### src/rtl/shift_out_register.sv
// Parallel-in, serial-out shift register with frame strobes (valid/last/done), LSB first.
// Optional build macro SHIFT_OUT_PARITY_EN appends an even-parity bit to every frame.
module shift_out_register #(
    parameter int WIDTH = 8
) (
    input  logic             clk,
    input  logic             rst,
    input  logic             load,
    input  logic [WIDTH-1:0] din,
    output logic             ready,
    output logic             sout,
    output logic             sout_valid,
    output logic             sout_last,
    output logic             done
);

    localparam int CNT_W = $clog2(WIDTH + 1);
`ifdef SHIFT_OUT_PARITY_EN
    localparam int FRAME = WIDTH + 1;
`else
    localparam int FRAME = WIDTH;
`endif
    localparam logic [CNT_W-1:0] LAST_CNT = CNT_W'(FRAME - 1);

    typedef enum logic {
        IDLE  = 1'b0,
        SHIFT = 1'b1
    } state_t;

    state_t           state, state_nxt;
    logic [FRAME-1:0] shreg, shreg_nxt, load_word;
    logic [CNT_W-1:0] cnt, cnt_nxt;
    logic             accept;

`ifdef SHIFT_OUT_PARITY_EN
    // Parity rides in the top of the shift register so it falls out after the data bits.
    assign load_word = {^din, din};
`else
    assign load_word = din;
`endif

    assign sout       = shreg[0];
    assign sout_valid = (state == SHIFT);
    assign sout_last  = (state == SHIFT) && (cnt == LAST_CNT);
    assign ready      = (state == IDLE) || sout_last;
    assign accept     = load && ready;

    always_comb begin
        state_nxt = state;
        shreg_nxt = shreg;
        cnt_nxt   = cnt;
        if (accept) begin
            state_nxt = SHIFT;
            shreg_nxt = load_word;
            cnt_nxt   = '0;
        end else if (state == SHIFT) begin
            // Shifting on the last bit too leaves shreg all zeros once the frame ends.
            shreg_nxt = {1'b0, shreg[FRAME-1:1]};
            if (sout_last) begin
                state_nxt = IDLE;
                cnt_nxt   = '0;
            end else begin
                cnt_nxt = cnt + 1'b1;
            end
        end
    end

    always_ff @(posedge clk) begin
        if (rst) begin
            state <= IDLE;
            shreg <= '0;
            cnt   <= '0;
            done  <= 1'b0;
        end else begin
            state <= state_nxt;
            shreg <= shreg_nxt;
            cnt   <= cnt_nxt;
            done  <= sout_last;
        end
    end

endmodule
### config.mk
export PLATFORM = sky130hd
export DESIGN_NAME = shift_out_register
export DESIGN_NICKNAME = d
export VERILOG_FILES = /design/src/rtl/shift_out_register.sv
export SDC_FILE = /design/constraint.sdc
export NUM_CORES = 1
export LEC_CHECK = 0
export BUFFER_PORTS_ARGS = -buffer_cell sky130_fd_sc_hd__buf_2
export CORE_ASPECT_RATIO = 0.75
export CORE_UTILIZATION = 35
export CTS_CLUSTER_SIZE = 28
export DETAILED_ROUTE_END_ITERATION = 8
export GPL_TIMING_DRIVEN = 0
export HOLD_SLACK_MARGIN = 0.15
export PLACE_DENSITY = 0.59
export SLEW_MARGIN = 10
export SYNTH_ARGS = -nofsm -noshare
export SYNTH_HDL_FRONTEND = slang
export SYNTH_SLANG_ARGS = --single-unit
### constraint.sdc
create_clock -name clk -period 3.7 [get_ports clk]
set_clock_uncertainty 0.2 [all_clocks]
set_input_delay 0.37 -clock clk [delete_from_list [all_inputs] [get_ports clk]]
set_output_delay 0.37 -clock clk [all_outputs]
set_load 0.01 [all_outputs]
==> metrics.cfg <==
[hold_path]
min_path_type = input port to register
hold_start = rst
hold_end = shreg[2]
hold_path_depth = 3

[logic_synthesis]
syn-num-nets = 101
synthFlopType = dfxtp_1
synth_compound_area_frac = 0.294
muxShareOfSynthArea = 0.108
avgSynthCellArea_sq_um = 8.46
synth-seq-cells = 14
yosysSeqAreaShare = 0.372
yosysUniqueCellTypes = 25
synth.largest_area_cell = dfxtp_1
synth_top_family_by_area = compound AO/OA/AOI/OAI gates
yosys-top-cells-count = 14 x dfxtp_1, 14 x o21ai_0, 10 x a21oi_1
synthArstFlopShare = 0
synthXorXnorAreaFrac = 0.0116
synth_cells = 89
syn_area_sq_um = 753
synth_top_area_frac = 0.372
synth_edf_count = 0
synth-adder-area-share = 0.0166
synth_top_cells_by_area = dfxtp_1 37%, mux2i_1 9.3%, o211a_1 9.3%, o21ai_0 9.3%, a21oi_1 6.6%
ys_warn_count = 0
yosys.area_share.simple = 0.120

[clocking]
clock_sinks = 14
htreeDepth = 1
clk_latency_ns = 0.29
cts_resized = 0
cts.path.max_buffers = 2
cts-root-buf = clkbuf_4
clkSlewWorstSetupHoldPaths_ns = 0.09
numCtsBuffers = 3
cts_tree = yes

[finish]
layout-drive-gt1-share = 0.229
nets = 122
diodes = 0
layout.cells.non_filler = 133
syn2layout_area_growth_pct = 20.1
stdcell_area_sq_um = 905

[detailed_routing]
routed_wl_um = 1730
drc = 0
post_drt_via_cell_ratio = 5.37
routed_wire_length_per_instance_um = 13.0
ant_nets = 0
num_vias = 714
drt_iter0_drc = 16
drt_first_pass_iters = 3

[worst_setup_path]
crit_buf_inv = 1
cp_max_fo = 9
cp.arrival_ns = 1.55
critical-path-max-stage-delay_ns = 0.38
ff2ff_setup_slack_ns = 2.11
reg2reg_from = cnt[0]
r2r-end = cnt[1]
end_kind = output port
worstPathCellList = ha_1 > nand3b_1 > nand2_2 > buf_2
crit_family = simple AND/OR/NAND/NOR gates
required_ns = 3.13
reg2regPathDepth = 5
slowest_stage = dfxtp_1
critPathKind = register to output port
startpoint_type = register

[pwr]
pwr-share-clk = 0.346
combPwrFrac = 0.155
netSwitchingPower_mw = 0.0887
pwr-share-seq = 0.500
power.leakage_nw = 0.471
power_density_nw_per_um2 = 365
ir_drop_mv = 0.211
intPower_mw = 0.241
p_sw_frac = 0.269

[global_routing]
grt_use_total = 0.165
grt_pass1_wl_um = 2880
grt-ovfl-total = 0
grt_pass1_vias = 633
antenna_found_initial = 0
grt_max_degree = 11

[sta]
fin_crit_ns = 2.12
worst_slack_ns = 1.58
holdWs_ns = 0.199
worst_slew_pin_slew_ns = 0.489
maxSlewViolCount = 0
maxSlewHeadroom = 0.674
hold_viol = 0
rsz0062_at_grt = no
fmax_mhz = 471
finalSetupTns_ns = 0
setup_violations = 0
fin_crit_sh = 0.573

[floorplan]
io_pins = 16
fp.dieArea_sq_um = 2340
die_w_um = 55.6
start_util = 0.374
num_rows = 14
die_h_um = 42.2
core_sq_um = 2010

[placed_design]
dp_hpwl_um = 1150
gp_congestion = 0.698
place_ws_ns = 1.92
place_area_sq_um = 858
portBuffers = 15
dp_cells = 128

[run]
drv_cap = 0

[status]
status = finished, final reports clean

[repair_timing]
| action | in CTS | in global routing |
|---|---|---|
| buffers inserted | 0 | 0 |
| hold buffers | 1 | 0 |
| endpoints found under the hold margin | 1 | 0 |
[per-stage QoR]
step                total power [mW]   util
finish                         0.330  0.449
CTS                            0.334  0.449
floorplan                      0.200      -
detailed placement             0.218  0.426
global placement               0.216  0.426
global route                   0.346  0.449
[layout make-up]
type	count	area, sq um
multi-input combinational	61	414
sequential	14	280
tap	24	30.0
clock buffer	4	36.3
buffer	6	28.8
fill	223	1110
inverter	8	30.0
timing repair buffer	16	85.1
[state kept, by name, indices dropped and copies added (netlist names)]
signal      count
shreg           8
cnt             4
done            1
sout_valid      1
[power by group through the flow]
| stage | sequential (mW) | clock [mW] | combinational, mW |
|---|---|---|---|
| after floorplan | 0.167 | 0 | 0.0329 |
| after global placement | 0.168 | 0 | 0.0485 |
| after detailed placement | 0.168 | 0 | 0.0497 |
| after CTS | 0.165 | 0.118 | 0.0512 |
| after global routing | 0.166 | 0.123 | 0.0574 |
| final | 0.165 | 0.114 | 0.0510 |
[layer usage]
layer / GRT usage / vias up / wire length (um)
li1: - / 359 / -
met1: 0.200 / 335 / 874
met2: 0.270 / 15 / 745
met3: 0.0586 / 5 / 83
met4: 0.0600 / 0 / 22
met5: 0 / - / 0
[tightest hold or removal path: cells and delay by family]
kind,cells,cell delay [ns]
compound gates,2,0.15
buf+inv,1,0.13
[cells in the final DEF, fill, tap and decap left out]
cell type and count:
nand2_2 1, buf_4 1, nor3_1 1, ha_1 1, o211a_1 7, nand3b_1 2
a21oi_1 10, inv_1 7, clkbuf_4 3, mux2_1 1, a22oi_1 1, clkbuf_8 1
buf_2 17, and4b_1 1, nand4_1 1, inv_2 1, nor3b_1 1, or3_1 1
dlygate4sd3_1 1, clkbuf_1 3, a221oi_2 1, a2bb2oi_1 1, nand2_1 3, xor2_1 1
mux2i_1 7, o21ai_0 14, nor2_1 6, dfxtp_1 14
[logic make-up (layout without fill, tap and decap cells)]
logic type,count (synthesis),after routing
buffers and inverters,14,34
muxes,8,8
xor gates and xnor gates,1,1
adders and majority gates,1,1
DFF,14,14
AOI/OAI and AO/OA,34,34
and+or+nand+nor,17,17
[worst max path at each step]
stage                     startpoint   endpoint  slack, ns  cells after the start
after detailed placement      cnt[0]      ready       1.92                      4
after CTS                     cnt[0]      ready       1.58                      4
after floorplan           sout_valid  sout_last       2.18                      3
after global placement        cnt[0]      ready       1.91                      4
final                         cnt[0]      ready       1.58                      4
after global routing          cnt[0]      ready       1.50                      4
Power figures use the tool's default switching activity.
